**config.mk**
```make
export PLATFORM = sky130hd
export DESIGN_NAME = bridge_rr_arbiter_ctrl_flat
export DESIGN_NICKNAME = d
export VERILOG_FILES = /design/src/rtl/bridge_rr_arbiter_ctrl_if.sv /design/src/rtl/bridge_rr_arbiter_ctrl.sv /design/src/flat_wrapper.sv
export SDC_FILE = /design/constraint.sdc
export NUM_CORES = 1
export LEC_CHECK = 0
export BUFFER_PORTS_ARGS = -buffer_cell sky130_fd_sc_hd__clkbuf_2
export CAP_MARGIN = 20
export CORE_MARGIN = 3
export CORE_UTILIZATION = 45
export DETAILED_ROUTE_END_ITERATION = 12
export PLACE_DENSITY = 0.72
export SLEW_MARGIN = 20
export SYNTH_ARGS = -nofsm -noshare
export SYNTH_HDL_FRONTEND = slang
export SYNTH_SLANG_ARGS = --single-unit
```
**constraint.sdc**
```tcl
create_clock -name clk -period 3.2 [get_ports clk]
set_clock_uncertainty 0.2 [all_clocks]
set_input_delay 0.64 -clock clk [delete_from_list [all_inputs] [get_ports clk]]
set_output_delay 0.64 -clock clk [all_outputs]
set_load 0.005 [all_outputs]
```
**src/rtl/bridge_rr_arbiter_ctrl_if.sv**
```systemverilog
// Request/grant/response bundle between the bridge masters, the arbiter and the slave.
// The controller uses the master modport; the surrounding bridge (or a bench) uses slave.
interface bridge_rr_arbiter_ctrl_if #(
    parameter int N_MASTER = 4,
    parameter int ID_WIDTH = 4
);
    localparam int IDX_W = $clog2(N_MASTER);

    logic [N_MASTER-1:0] data_req_i;
    logic [N_MASTER-1:0] data_gnt_o;
    logic [IDX_W-1:0]    sel_idx_o;
    logic [N_MASTER-1:0] sel_onehot_o;
    logic                data_req_o;
    logic                data_gnt_i;
    logic                data_r_valid_i;
    logic [ID_WIDTH-1:0] data_r_ID_i;
    logic [N_MASTER-1:0] data_r_valid_o;
    logic                idle_o;
    logic                err_o;

    modport master (
        input  data_req_i, data_gnt_i, data_r_valid_i, data_r_ID_i,
        output data_gnt_o, sel_idx_o, sel_onehot_o, data_req_o, data_r_valid_o, idle_o, err_o
    );

    modport slave (
        output data_req_i, data_gnt_i, data_r_valid_i, data_r_ID_i,
        input  data_gnt_o, sel_idx_o, sel_onehot_o, data_req_o, data_r_valid_o, idle_o, err_o
    );
endinterface

```
**src/rtl/bridge_rr_arbiter_ctrl.sv**
```systemverilog
// Round-robin arbiter for an N-master -> 1-slave bridge request channel, with per-master
// outstanding-transaction tracking and one-hot response routing.
module bridge_rr_arbiter_ctrl #(
    parameter int N_MASTER        = 4,
    parameter int ID_WIDTH        = 4,
    parameter int MAX_OUTSTANDING = 4
) (
    input logic                      clk,
    input logic                      rst,
    bridge_rr_arbiter_ctrl_if.master bus
);
    localparam int CNT_W = $clog2(MAX_OUTSTANDING + 1);
    localparam int IDX_W = $clog2(N_MASTER);
    localparam logic [CNT_W-1:0] CNT_MAX = CNT_W'(MAX_OUTSTANDING);

    typedef enum logic {
        ST_IDLE,
        ST_LOCKED
    } state_t;

    state_t           state_q, state_d;
    logic [IDX_W-1:0] rr_ptr_q, rr_ptr_d;
    logic [IDX_W-1:0] lock_idx_q, lock_idx_d;
    logic [IDX_W-1:0] sel_idx_q, sel_idx_d;
    logic [CNT_W-1:0] cnt_q [N_MASTER];
    logic [CNT_W-1:0] cnt_d [N_MASTER];
    logic             err_q, err_d;

    logic [N_MASTER-1:0] elig;
    logic [N_MASTER-1:0] win_onehot;
    logic [IDX_W-1:0]    win_idx;
    logic [IDX_W-1:0]    cand;
    logic                has_win;
    logic                lock_drop;
    logic                issue;
    logic                handshake;
    logic                rsp_onehot;
    logic                rsp_ok;
    logic                cnt_all_zero;

    always_comb begin
        elig         = '0;
        cnt_all_zero = 1'b1;
        for (int i = 0; i < N_MASTER; i++) begin
            elig[i] = bus.data_req_i[i] && (cnt_q[i] < CNT_MAX);
            if (cnt_q[i] != '0) begin
                cnt_all_zero = 1'b0;
            end
        end
    end

    // A locked master keeps the channel even if it has since become ineligible.
    always_comb begin
        has_win   = 1'b0;
        win_idx   = '0;
        cand      = '0;
        lock_drop = 1'b0;
        if (state_q == ST_LOCKED) begin
            win_idx   = lock_idx_q;
            has_win   = bus.data_req_i[lock_idx_q];
            lock_drop = ~bus.data_req_i[lock_idx_q];
        end else begin
            for (int off = 0; off < N_MASTER; off++) begin
                cand = IDX_W'((int'(rr_ptr_q) + off) % N_MASTER);
                if (!has_win && elig[cand]) begin
                    has_win = 1'b1;
                    win_idx = cand;
                end
            end
        end
    end

    always_comb begin
        issue      = has_win && !rst;
        handshake  = issue && bus.data_gnt_i;
        win_onehot = issue ? (N_MASTER'(1) << win_idx) : '0;
        rsp_onehot = (bus.data_r_ID_i != '0) &&
                     ((bus.data_r_ID_i & (bus.data_r_ID_i - ID_WIDTH'(1))) == '0);
        rsp_ok     = bus.data_r_valid_i && rsp_onehot;

        bus.data_req_o     = issue;
        bus.data_gnt_o     = win_onehot & {N_MASTER{bus.data_gnt_i}};
        bus.sel_onehot_o   = win_onehot;
        bus.sel_idx_o      = issue ? win_idx : sel_idx_q;
        bus.data_r_valid_o = (bus.data_r_valid_i && !rst) ? bus.data_r_ID_i : '0;
        bus.idle_o         = (state_q == ST_IDLE) && !(|bus.data_req_i) && cnt_all_zero;
        bus.err_o          = err_q;
    end

    // A grant and a response for the same master cancel out in the counter.
    always_comb begin
        state_d    = state_q;
        rr_ptr_d   = rr_ptr_q;
        lock_idx_d = lock_idx_q;
        sel_idx_d  = sel_idx_q;
        err_d      = err_q;
        cnt_d      = cnt_q;

        if (issue) begin
            sel_idx_d = win_idx;
            if (bus.data_gnt_i) begin
                rr_ptr_d = IDX_W'((int'(win_idx) + 1) % N_MASTER);
                state_d  = ST_IDLE;
            end else begin
                lock_idx_d = win_idx;
                state_d    = ST_LOCKED;
            end
        end

        if (lock_drop) begin
            err_d   = 1'b1;
            state_d = ST_IDLE;
        end

        if (bus.data_r_valid_i && !rsp_onehot) begin
            err_d = 1'b1;
        end

        for (int i = 0; i < N_MASTER; i++) begin
            if (handshake && (win_idx == IDX_W'(i)) && !(rsp_ok && bus.data_r_ID_i[i])) begin
                cnt_d[i] = cnt_q[i] + CNT_W'(1);
            end else if (rsp_ok && bus.data_r_ID_i[i] && !(handshake && (win_idx == IDX_W'(i)))) begin
                if (cnt_q[i] == '0) begin
                    err_d = 1'b1;
                end else begin
                    cnt_d[i] = cnt_q[i] - CNT_W'(1);
                end
            end
        end
    end

    always_ff @(posedge clk) begin
        if (rst) begin
            state_q    <= ST_IDLE;
            rr_ptr_q   <= '0;
            lock_idx_q <= '0;
            sel_idx_q  <= '0;
            err_q      <= 1'b0;
            for (int i = 0; i < N_MASTER; i++) begin
                cnt_q[i] <= '0;
            end
        end else begin
            state_q    <= state_d;
            rr_ptr_q   <= rr_ptr_d;
            lock_idx_q <= lock_idx_d;
            sel_idx_q  <= sel_idx_d;
            err_q      <= err_d;
            for (int i = 0; i < N_MASTER; i++) begin
                cnt_q[i] <= cnt_d[i];
            end
        end
    end
endmodule
```
**src/flat_wrapper.sv**
```systemverilog
// flat-port wrapper written by rule: the top's interface ports become plain ports
module bridge_rr_arbiter_ctrl_flat 
#(
    parameter int N_MASTER        = 4,
    parameter int ID_WIDTH        = 4,
    parameter int MAX_OUTSTANDING = 4
)
  (clk, rst, bus_data_req_i, bus_data_gnt_i, bus_data_r_valid_i, bus_data_r_ID_i, bus_data_gnt_o, bus_sel_idx_o, bus_sel_onehot_o, bus_data_req_o, bus_data_r_valid_o, bus_idle_o, bus_err_o);
  bridge_rr_arbiter_ctrl_if #(.N_MASTER(N_MASTER), .ID_WIDTH(ID_WIDTH)) bus_i ();
  input logic clk;
  input logic rst;
  input wire logic [$bits(bus_i.data_req_i)-1:0] bus_data_req_i;
  input wire logic [$bits(bus_i.data_gnt_i)-1:0] bus_data_gnt_i;
  input wire logic [$bits(bus_i.data_r_valid_i)-1:0] bus_data_r_valid_i;
  input wire logic [$bits(bus_i.data_r_ID_i)-1:0] bus_data_r_ID_i;
  output wire logic [$bits(bus_i.data_gnt_o)-1:0] bus_data_gnt_o;
  output wire logic [$bits(bus_i.sel_idx_o)-1:0] bus_sel_idx_o;
  output wire logic [$bits(bus_i.sel_onehot_o)-1:0] bus_sel_onehot_o;
  output wire logic [$bits(bus_i.data_req_o)-1:0] bus_data_req_o;
  output wire logic [$bits(bus_i.data_r_valid_o)-1:0] bus_data_r_valid_o;
  output wire logic [$bits(bus_i.idle_o)-1:0] bus_idle_o;
  output wire logic [$bits(bus_i.err_o)-1:0] bus_err_o;
  assign bus_i.data_req_i = bus_data_req_i;
  assign bus_i.data_gnt_i = bus_data_gnt_i;
  assign bus_i.data_r_valid_i = bus_data_r_valid_i;
  assign bus_i.data_r_ID_i = bus_data_r_ID_i;
  assign bus_data_gnt_o = bus_i.data_gnt_o;
  assign bus_sel_idx_o = bus_i.sel_idx_o;
  assign bus_sel_onehot_o = bus_i.sel_onehot_o;
  assign bus_data_req_o = bus_i.data_req_o;
  assign bus_data_r_valid_o = bus_i.data_r_valid_o;
  assign bus_idle_o = bus_i.idle_o;
  assign bus_err_o = bus_i.err_o;
  bridge_rr_arbiter_ctrl #(.N_MASTER(N_MASTER), .ID_WIDTH(ID_WIDTH), .MAX_OUTSTANDING(MAX_OUTSTANDING)) u_core (.clk(clk), .rst(rst), .bus(bus_i));
endmodule
```
==> run metrics <==
Die Span Y 64.7 µm; clock slew at reported path FFs 110 ps; Syn. warnings 0; H-tree levels 1; top cells by area, synth dfxtp_1 26%, ha_1 9.7%, fa_1 5.2%; total of max-cap violations 0; Slew headroom 71.6%; ys flop type dfxtp_1; starting DRC count in detailed routing 85; Post-Route Utilization 64.4%; setup TNS 0 ps; pin count of the biggest net entering global routing 23; sequential cell area fraction in the yosys report 25.8%; CP Class in -> out; Slew Viols, Final 0; DR WL met3 124 µm; Highest Signal Layer met4; Clock Sinks 20; Yosys top cell by area dfxtp_1; P&R area growth vs syn 32.1%; synthesized instance count 185; FF+latch count, synth 20; peak supply drop 0.000143 V; Std-Cell Rows 20; share of layout cells above drive strength 1 35.6%; Final Hold Viols 0; Period minus WS final 3140 ps; root buf cell clkbuf_4; # DRC 0; Mapped Nets 213; Hold WC Path Type reg -> reg; Post-Syn Area 0.00155 mm²; via count 1,437; Cells after DPL 287; clock buffer depth 2; initial core utilization 48.7%; Post-synth EDFFs 0; Routed WL 3690 µm; GR Overflow Total 0; Leak Pwr 0.000949 µW; pwr dens 308 mW/mm²; DR vias/cell 4.94; final non-filler cell total 291; WL/cell 12.7 µm; Mean Syn Cell Area 8.37 µm²; Worst setup EP type output pin; Die Width 64.7 µm; 1st-pass router iterations 4; final period utilization 98.0%; Synth top area share 25.8%; area of the die 0.00418 mm²; Final HPWL DP 2870 µm; Routability Congestion 0.823; CTS buffer count 3; CP startpoint kind primary input; met2 routed WL 1730 µm; IO Count 29; status finished clean; Filler cells 299; initial antenna violation count 0; Max Fclk 0.319 GHz; Worst Path Arrival 2300 ps; WL met1 1810 µm; clock latency on the worst-skew pair 300 ps; slew of the pin with the lowest slew margin 422 ps; Total Nets Final 277; Port Buffers 28; Global Route Usage Sum 17.6%; worst path required time 2360 ps; Routed Antenna Nets 0; final setup fails 0; vias in the first global route 1,320; CORE AREA 0.00318 mm²; Async SR Flop Fraction 0%; critical path fanouts, max 4; first-pass GRT wire length 5850 µm; CTS tree yes; post-synth cell types 44; # diodes 0
==> worst paths after layout <==
check | startpoint | to | slack, ps | cells past startpoint
worst max-delay path | bus_data_req_i[1] | bus_sel_onehot_o[2] | 60 | 12
worst min-delay path | u_core.cnt_q[10]$_SDFFE_PP0P_ | u_core.cnt_q[10]$_SDFFE_PP0P_ | 320 | 2
worst max register to register | u_core.cnt_q[2]$_SDFFE_PP0P_ | u_core.cnt_q[5]$_SDFFE_PP0P_ | 180 | 15
worst min register to register | u_core.cnt_q[10]$_SDFFE_PP0P_ | u_core.cnt_q[10]$_SDFFE_PP0P_ | 320 | 2
==> synthesized netlist by cell type, drive strengths merged (4+ instances only) <==
cell type  instances
and3               4
nand2b             4
fa                 4
nor2              19
xor2               5
nor4               6
nor3               8
and2               9
a21oi             10
inv               21
ha                12
nand2             18
xnor2              6
dfxtp             20
==> area by class of cell <==
| cell class | count | area, µm² | area share, % |
|---|---|---|---|
| Clock buffer | 3 | 22.5 | 1.10 |
| Inverter | 21 | 78.8 | 3.85 |
| Tap cell | 44 | 55.1 | 2.69 |
| Timing Repair Buffer | 62 | 395 | 19.3 |
| Sequential cell | 20 | 403 | 19.7 |
| Multi-Input combinational cell | 141 | 1090 | 53.4 |
==> state kept, by name, summed over array words and instances, names as in the netlist <==
signal             flops
u_core.lock_idx_q      2
u_core.state_q         1
u_core.sel_idx_q       2
u_core.cnt_q          12
u_core.bus.err_o       1
u_core.rr_ptr_q        2
==> routing by layer <==
layer,GRT usage [%],up-vias
met5,0,-
met4,3.96,0
met3,2.25,2
met2,29.3,32
met1,24.2,650
li1,-,753
==> cells by family after synthesis <==
kind of cell | count (synthesis) | share of synthesized area (%)
xor+xnor | 11 | 6.22
buf+inv | 24 | 6.38
mux | 6 | 4.12
fa+ha+maj | 16 | 14.9
flops | 20 | 25.8
compound gates | 28 | 14.9
simple gates | 80 | 27.7
==> cell usage in the layout (no fill, tap or decap), drive strengths merged, types with 3 or more instances in the layout <==
cell type | Yosys | routed
fa | 4 | 4
clkbuf | 1 | 31
nor2b | 3 | 3
nor4 | 6 | 6
mux2i | 3 | 3
nand2 | 18 | 18
and3 | 4 | 4
mux2 | 3 | 3
xor2 | 5 | 5
and2 | 9 | 9
dfxtp | 20 | 20
nand2b | 4 | 4
nor2 | 19 | 19
a211oi | 3 | 3
a21oi | 10 | 10
nor3 | 8 | 8
xnor2 | 6 | 6
inv | 21 | 21
ha | 12 | 12
buf | 2 | 34
==> power by group <==
group | internal (µW) | switching (µW) | total, µW
clock network | 43.9 | 77.4 | 121
logic | 121 | 113 | 234
registers | 262 | 13.2 | 275
==> per-stage QoR <==
step	hold WS [ps]	setup slack, ps	total power [µW]	cell area, µm²
final	317	62.5	630	2050
after global routing	350	-24.2	676	2050
after CTS	326	38.8	626	1990
after floorplan	277	17.3	403	1550
after detailed placement	307	-281	503	1970
after global placement	297	-301	499	1970
==> what timing repair did <==
item | 4_1_cts | 5_1_grt
setup endpoints to repair | 0 | 14
hold buffers | 0 | 0
gates resized for setup | 0 | 12
setup buffers | 0 | 1
==> worst max-delay path, cell delays in order <==
cell      delay [ps]
clkbuf_2          90
buf_4            110
nor2b_1          220
nor3_1            80
o22a_1           220
a21boi_1         150
buf_4            150
inv_1             70
ha_1             210
buf_4            140
and2_1           120
clkbuf_2         100
Note: power is estimated with default switching activity, not from simulation.
